**src/rtl/msrv32_iadder_arbiter_pkg.sv**
```systemverilog
// msrv32_pkg: shared constants and helpers for the immediate-adder arbiter
// Provides XLEN, requester IDs, adder source selects and the misalignment rule.
package msrv32_pkg;
   localparam int XLEN = 32;
   localparam logic REQ_BR = 1'b0;
   localparam logic REQ_LS = 1'b1;
   localparam logic IADDER_SRC_PC = 1'b0;
   localparam logic IADDER_SRC_RS1 = 1'b1;
   // Branch targets must be word aligned; JALR only checks bit 1 since bit 0 is cleared
   function automatic logic misaligned(input logic id, input logic jalr, input logic [1:0] lsb);
      return (id == REQ_BR) ? |lsb : (jalr & lsb[1]);
   endfunction
endpackage

```
**src/rtl/msrv32_iadder_arbiter_if.sv**
```systemverilog
// msrv32_iadder_arbiter_if: request, adder and result signals of the adder arbiter
// slave: arbiter side; master: requesters, adder and result consumer side.
interface msrv32_iadder_arbiter_if;
   import msrv32_pkg::*;
   logic br_valid_in, br_ready_out;
   logic [XLEN-1:0] br_pc_in, br_imm_in;
   logic ls_valid_in, ls_ready_out, ls_jalr_in;
   logic [XLEN-1:0] ls_rs_1_in, ls_imm_in;
   logic [XLEN-1:0] rs_1_out, pc_out, imm_out, iadder_in;
   logic iadder_src_out;
   logic res_valid_out, res_ready_in, res_id_out, res_misaligned_out;
   logic [XLEN-1:0] res_addr_out;
   modport slave (
      input br_valid_in, br_pc_in, br_imm_in, ls_valid_in, ls_rs_1_in, ls_imm_in, ls_jalr_in,
         iadder_in, res_ready_in,
      output br_ready_out, ls_ready_out, rs_1_out, pc_out, imm_out, iadder_src_out,
         res_valid_out, res_addr_out, res_id_out, res_misaligned_out
   );
   modport master (
      output br_valid_in, br_pc_in, br_imm_in, ls_valid_in, ls_rs_1_in, ls_imm_in, ls_jalr_in,
         iadder_in, res_ready_in,
      input br_ready_out, ls_ready_out, rs_1_out, pc_out, imm_out, iadder_src_out,
         res_valid_out, res_addr_out, res_id_out, res_misaligned_out
   );
endinterface

```
**src/rtl/msrv32_rr_arb2.sv**
```systemverilog
// msrv32_rr_arb2: two-way grant with last-grant register
// Ports: clk_i, rst_i; req_br_i/req_ls_i requests; xfer_i grant accepted; grant_o winner.
module msrv32_rr_arb2 import msrv32_pkg::*; #(parameter bit RR_EN = 1'b1) (
   input  logic clk_i,
   input  logic rst_i,
   input  logic req_br_i,
   input  logic req_ls_i,
   input  logic xfer_i,
   output logic grant_o
);
   logic last_grant_q, last_grant_d;
   // Resetting last_grant to LS makes the branch unit win the first contention
   assign grant_o = (req_br_i & req_ls_i) ? (RR_EN ? ~last_grant_q : REQ_BR) : (req_ls_i ? REQ_LS : REQ_BR);
   assign last_grant_d = xfer_i ? grant_o : last_grant_q;
   always_ff @(posedge clk_i)
      last_grant_q <= rst_i ? REQ_LS : last_grant_d;
endmodule

```
**src/rtl/msrv32_iadder_arbiter.sv**
```systemverilog
// msrv32_iadder_arbiter: shares the immediate adder between branch unit and LSU/JALR
// Ports: ms_riscv32_mp_clk_in, ms_riscv32_mp_rst_in (sync, active-high);
// bus: requests, adder operand drive, registered result with valid/ready and ID.
module msrv32_iadder_arbiter import msrv32_pkg::*; #(parameter bit RR_EN = 1'b1) (
   input logic ms_riscv32_mp_clk_in,
   input logic ms_riscv32_mp_rst_in,
   msrv32_iadder_arbiter_if.slave bus
);
   logic grant, any, slot_free, xfer, jalr, use_br, use_ls;
   logic res_valid_q, res_valid_d, res_id_q, res_id_d, res_mis_q, res_mis_d;
   logic [XLEN-1:0] res_addr_q, res_addr_d;
   msrv32_rr_arb2 #(.RR_EN(RR_EN)) u_arb (
      .clk_i(ms_riscv32_mp_clk_in),
      .rst_i(ms_riscv32_mp_rst_in),
      .req_br_i(bus.br_valid_in),
      .req_ls_i(bus.ls_valid_in),
      .xfer_i(xfer),
      .grant_o(grant)
   );
   assign any = bus.br_valid_in | bus.ls_valid_in;
   assign use_br = any & (grant == REQ_BR);
   assign use_ls = any & (grant == REQ_LS);
   assign slot_free = ~res_valid_q | bus.res_ready_in;
   assign bus.br_ready_out = ~ms_riscv32_mp_rst_in & bus.br_valid_in & (grant == REQ_BR) & slot_free;
   assign bus.ls_ready_out = ~ms_riscv32_mp_rst_in & bus.ls_valid_in & (grant == REQ_LS) & slot_free;
   assign xfer = bus.br_ready_out | bus.ls_ready_out;
   assign jalr = use_ls & bus.ls_jalr_in;
   // Idle operands are held at zero so the adder does not toggle
   assign bus.iadder_src_out = use_ls ? IADDER_SRC_RS1 : IADDER_SRC_PC;
   assign bus.pc_out = use_br ? bus.br_pc_in : '0;
   assign bus.rs_1_out = use_ls ? bus.ls_rs_1_in : '0;
   assign bus.imm_out = use_ls ? bus.ls_imm_in : (use_br ? bus.br_imm_in : '0);
   assign res_valid_d = xfer | (res_valid_q & ~bus.res_ready_in);
   assign res_addr_d = xfer ? (bus.iadder_in & ~XLEN'(jalr)) : res_addr_q;
   assign res_id_d = xfer ? grant : res_id_q;
   assign res_mis_d = xfer ? misaligned(grant, jalr, bus.iadder_in[1:0]) : res_mis_q;
   always_ff @(posedge ms_riscv32_mp_clk_in) begin
      if (ms_riscv32_mp_rst_in) begin
         res_valid_q <= 1'b0;
         res_addr_q <= '0;
         res_id_q <= REQ_BR;
         res_mis_q <= 1'b0;
      end else begin
         res_valid_q <= res_valid_d;
         res_addr_q <= res_addr_d;
         res_id_q <= res_id_d;
         res_mis_q <= res_mis_d;
      end
   end
   assign bus.res_valid_out = res_valid_q;
   assign bus.res_addr_out = res_addr_q;
   assign bus.res_id_out = res_id_q;
   assign bus.res_misaligned_out = res_mis_q;
endmodule

```
**src/flat_wrapper.sv**
```systemverilog
// flat-port wrapper written by rule: the top's interface ports become plain ports
module msrv32_iadder_arbiter_flat import msrv32_pkg::*;
#(parameter bit RR_EN = 1'b1)
  (ms_riscv32_mp_clk_in, ms_riscv32_mp_rst_in, bus_br_valid_in, bus_br_pc_in, bus_br_imm_in, bus_ls_valid_in, bus_ls_rs_1_in, bus_ls_imm_in, bus_ls_jalr_in, bus_iadder_in, bus_res_ready_in, bus_br_ready_out, bus_ls_ready_out, bus_rs_1_out, bus_pc_out, bus_imm_out, bus_iadder_src_out, bus_res_valid_out, bus_res_addr_out, bus_res_id_out, bus_res_misaligned_out);
  msrv32_iadder_arbiter_if bus_i ();
  input logic ms_riscv32_mp_clk_in;
  input logic ms_riscv32_mp_rst_in;
  input wire logic [$bits(bus_i.br_valid_in)-1:0] bus_br_valid_in;
  input wire logic [$bits(bus_i.br_pc_in)-1:0] bus_br_pc_in;
  input wire logic [$bits(bus_i.br_imm_in)-1:0] bus_br_imm_in;
  input wire logic [$bits(bus_i.ls_valid_in)-1:0] bus_ls_valid_in;
  input wire logic [$bits(bus_i.ls_rs_1_in)-1:0] bus_ls_rs_1_in;
  input wire logic [$bits(bus_i.ls_imm_in)-1:0] bus_ls_imm_in;
  input wire logic [$bits(bus_i.ls_jalr_in)-1:0] bus_ls_jalr_in;
  input wire logic [$bits(bus_i.iadder_in)-1:0] bus_iadder_in;
  input wire logic [$bits(bus_i.res_ready_in)-1:0] bus_res_ready_in;
  output wire logic [$bits(bus_i.br_ready_out)-1:0] bus_br_ready_out;
  output wire logic [$bits(bus_i.ls_ready_out)-1:0] bus_ls_ready_out;
  output wire logic [$bits(bus_i.rs_1_out)-1:0] bus_rs_1_out;
  output wire logic [$bits(bus_i.pc_out)-1:0] bus_pc_out;
  output wire logic [$bits(bus_i.imm_out)-1:0] bus_imm_out;
  output wire logic [$bits(bus_i.iadder_src_out)-1:0] bus_iadder_src_out;
  output wire logic [$bits(bus_i.res_valid_out)-1:0] bus_res_valid_out;
  output wire logic [$bits(bus_i.res_addr_out)-1:0] bus_res_addr_out;
  output wire logic [$bits(bus_i.res_id_out)-1:0] bus_res_id_out;
  output wire logic [$bits(bus_i.res_misaligned_out)-1:0] bus_res_misaligned_out;
  assign bus_i.br_valid_in = bus_br_valid_in;
  assign bus_i.br_pc_in = bus_br_pc_in;
  assign bus_i.br_imm_in = bus_br_imm_in;
  assign bus_i.ls_valid_in = bus_ls_valid_in;
  assign bus_i.ls_rs_1_in = bus_ls_rs_1_in;
  assign bus_i.ls_imm_in = bus_ls_imm_in;
  assign bus_i.ls_jalr_in = bus_ls_jalr_in;
  assign bus_i.iadder_in = bus_iadder_in;
  assign bus_i.res_ready_in = bus_res_ready_in;
  assign bus_br_ready_out = bus_i.br_ready_out;
  assign bus_ls_ready_out = bus_i.ls_ready_out;
  assign bus_rs_1_out = bus_i.rs_1_out;
  assign bus_pc_out = bus_i.pc_out;
  assign bus_imm_out = bus_i.imm_out;
  assign bus_iadder_src_out = bus_i.iadder_src_out;
  assign bus_res_valid_out = bus_i.res_valid_out;
  assign bus_res_addr_out = bus_i.res_addr_out;
  assign bus_res_id_out = bus_i.res_id_out;
  assign bus_res_misaligned_out = bus_i.res_misaligned_out;
  msrv32_iadder_arbiter #(.RR_EN(RR_EN)) u_core (.ms_riscv32_mp_clk_in(ms_riscv32_mp_clk_in), .ms_riscv32_mp_rst_in(ms_riscv32_mp_rst_in), .bus(bus_i));
endmodule
```
**config.mk**
```make
export PLATFORM = sky130hd
export DESIGN_NAME = msrv32_iadder_arbiter_flat
export DESIGN_NICKNAME = d
export VERILOG_FILES = /design/src/rtl/msrv32_iadder_arbiter_pkg.sv /design/src/rtl/msrv32_iadder_arbiter_if.sv /design/src/rtl/msrv32_rr_arb2.sv /design/src/rtl/msrv32_iadder_arbiter.sv /design/src/flat_wrapper.sv
export SDC_FILE = /design/constraint.sdc
export NUM_CORES = 1
export LEC_CHECK = 0
export ABC_AREA = 1
export CAP_MARGIN = 5
export CORE_AREA = 2 2 117 119
export CTS_BUF_LIST = sky130_fd_sc_hd__clkbuf_2
export DETAILED_ROUTE_END_ITERATION = 10
export DIE_AREA = 0 0 119 121
export PLACE_DENSITY = 0.65
export SLEW_MARGIN = 10
export SYNTH_ARGS = -nofsm -noshare
export SYNTH_HDL_FRONTEND = slang
export SYNTH_SLANG_ARGS = --single-unit
```
**constraint.sdc**
```tcl
create_clock -name ms_riscv32_mp_clk_in -period 2.2 [get_ports ms_riscv32_mp_clk_in]
set_input_delay 0.66 -clock ms_riscv32_mp_clk_in [delete_from_list [all_inputs] [get_ports ms_riscv32_mp_clk_in]]
set_output_delay 0.66 -clock ms_riscv32_mp_clk_in [all_outputs]
set_load 0.01 [all_outputs]
```
==> impl_metrics.yaml <==
run_status:
  outcome: "completed"
drt:
  vias_per_cell: 3.836
  first_pass_iters: 4
  num_vias: 3671
  drtIter0Drc: 140
  drt-total-wl_mm: 11.79
  ant_nets: 0
  drc: 0
  wl_per_cell_um: 12.32
power_and_ir_drop:
  vdd_drop_max_uv: 126.4
  power.total_w: 0.002066
  p_sw_share_pct: 33.02
  intPower_w: 0.001384
  power_frac_clock_pct: 13.9
  p_leak_nw: 3.039
  combPwrFrac_pct: 50.7
  p_sw_w: 0.0006822
  p_per_area_mw_per_mm2: 366.9
  power_frac_seq_pct: 35.5
final_layout:
  final_nets: 947
  postLayoutCoreUtil_pct: 43.04
  finalInstanceArea_mm2: 0.005632
  diodes: 0
  drive_above_1_share_pct: 20.36
  fill_cells: 1404
  areaGrowthSynthToFinish_pct: 121.1
clock_network:
  numCtsBuffers: 5
  clock_sinks: 36
  h-tree-depth: 2
  clk_latency_ns: 0.37
  cts_tree: "built"
  root_buffer: "clkbuf_2"
  cts_buffer_depth: 2
  clkTransAtPathRegs_ns: 0.14
  ctsHoldBuffers: 0
sta:
  tightest_slew_ns: 0.3730
  final.setup.tns_ns: 0
  finalCritPeriodShare_pct: 99.99
  post-route-min-period_ns: 2.200
  rsz0062_at_grt: "true"
  skew_ns: 0.03070
  fmax_mhz: 454.6
  relSlewSlack_pct: 75.13
  finalHoldViolations: 0
  setup_violations: 0
  drv_slew: 0
placed_design:
  dp_hpwl_mm: 9.323
  place_area_mm2: 0.005816
  gp_congestion: 0.8518
  io_buffers: 299
setup_path:
  start_kind: "input port"
  cpMaxStageDelayCell: "clkdlybuf4s15_2"
  worstPathCellList: "buf_4 -> nand2_4 -> nand2_8 -> inv_4 -> buf_8 -> nand2_1 -> nand2_1 -> clkdlybuf4s15_2"
  cpMostUsedCell: "nand2_1"
  worstSetupEndpointType: "primary output"
  slowest_delay_ns: 0.22
  critical_path_arrival_ns: 1.54
  critPathKind: "in -> out"
  cp_max_fo: 11
  required_ns: 1.54
logic_synthesis:
  synth_top_flop_cell: "dfxtp_1"
  syn_nets: 643
  yosysUniqueCellTypes: 19
  syn_area_per_cell_um2: 5.341
  yosysSeqAreaShare_pct: 28.29
  synth_top_cell_by_area: "dfxtp_1"
  yosysWarnings: 0
  synth.most_common_cell: "nand2_1"
  synth_edf_count: 0
  yosys_register_bits: 36
  yosys.area.top_type_share_pct: 28.29
  syn_inst: 477
  async_reset_ff_share_pct: 0
  syn-cell-area_mm2: 0.002547
  synth_area_leaders: "dfxtp_1 28%, nand2_1 20%, nor2_1 18%"
  ys_top_cells_by_count: "135 x nand2_1, 122 x nor2_1, 103 x inv_1"
hold_path:
  hp-class: "reg -> reg"
floorplanning:
  die_x_um: 119
  start_util_pct: 19.47
  fp.dieH_um: 121
  die_area_mm2: 0.01440
  num_io_pins: 300
  rows: 42
  core_area_mm2: 0.01309
global_route:
  grt_pass1_wl_mm: 17.87
  grtUsageTotal_pct: 15.53
  grt_max_degree: 45
  grt_antenna_before_repair: 0
  grt_pass1_vias: 3464
  overflow: 0
job:
  cap_violations: 0
cells by family (layout without fill, tap and decap cells):
group | Yosys count | count (layout) | share of synthesized area, %
buf+inv | 131 | 435 | 21.81
simple gates | 305 | 305 | 48.33
flops | 36 | 36 | 28.29
compound gates | 5 | 5 | 1.572
metal layers:
metal / vias up / GRT usage, % / part of all wire (%)
li1: 1958 / - / -
met1: 1538 / 19.26 / 42
met2: 160 / 27.08 / 49
met3: 15 / 4.182 / 7.5
met4: 0 / 3.051 / 1.4
met5: - / 0 / 0
cell usage in the layout (no fill, tap or decap), types with 15 or more instances in the layout:
master | Yosys | final
buf_2 | 12 | 72
buf_4 | 1 | 15
clkdlybuf4s15_2 | 0 | 17
clkdlybuf4s50_1 | 0 | 196
dfxtp_1 | 36 | 35
inv_1 | 103 | 102
nand2_1 | 135 | 132
nand3_1 | 35 | 32
nor2_1 | 122 | 117
nor2_2 | 10 | 15
worst max-delay path, delay by kind of cell:
| family | cells | cell delay, ns |
|---|---|---|
| buf+inv | 4 | 0.57 |
| simple gates | 4 | 0.30 |
registers in the layout, indices dropped and copies added, names as in the netlist:
name,count
u_core.bus.res_addr_out,32
u_core.bus.res_id_out,1
u_core.bus.res_misaligned_out,1
u_core.bus.res_valid_out,1
u_core.u_arb.last_grant_q,1
metrics by stage:
| step | cells | setup slack (ns) | hold WS [ns] |
|---|---|---|---|
| final | 957 | 0.0001984 | 0.4954 |
| after global routing | 957 | -0.07978 | 0.5180 |
| after CTS | 957 | -0.05833 | 0.4987 |
| after detailed placement | 946 | -0.8114 | 0.4699 |
| after global placement | 946 | -0.7984 | 0.4643 |
| after floorplan | 477 | 0.02821 | 0.4818 |
repair_timing:
item,in CTS,in global routing
setup buffers,1,0
gates resized for setup,359,48
gates cloned,3,0
endpoints found under the setup margin,99,90
pin swaps,3,2
layout make-up:
cell class              count  area, µm²  area share (%)
clock buffers               6      30.03          0.5332
clock inverters             1      5.005         0.08887
inverters                 104      392.9           6.976
multi-input cells         310       1320           23.44
flip-flops and latches     36      724.4           12.86
well taps                 176      220.2           3.910
repair buffers            324       2939           52.19
power groups by stage:
| stage | Clock [W] | Sequential, W | Combinational (W) |
|---|---|---|---|
| after CTS | 0.000311 | 0.000735 | 0.00109 |
| after global routing | 0.000343 | 0.000740 | 0.00115 |
| after floorplan | 0 | 0.000772 | 0.000368 |
| after detailed placement | 0 | 0.000748 | 0.00110 |
| after global placement | 0 | 0.000746 | 0.00110 |
| final | 0.000286 | 0.000733 | 0.00105 |
worst paths after layout:
| check | startpoint | endpoint | slack (ns) | cells after the start |
|---|---|---|---|---|
| worst min register to register | u_core.bus.res_addr_out[11] | u_core.bus.res_addr_out[11] | 0.50 | 2 |
| worst max register to register | u_core.u_arb.last_grant_q | u_core.bus.res_addr_out[24] | 0.74 | 8 |
| worst min-delay path | u_core.bus.res_addr_out[11] | u_core.bus.res_addr_out[11] | 0.50 | 2 |
| worst max-delay path | bus_br_valid_in | bus_imm_out[5] | 0.0002 | 8 |
Note: power is estimated with default switching activity, not from simulation.
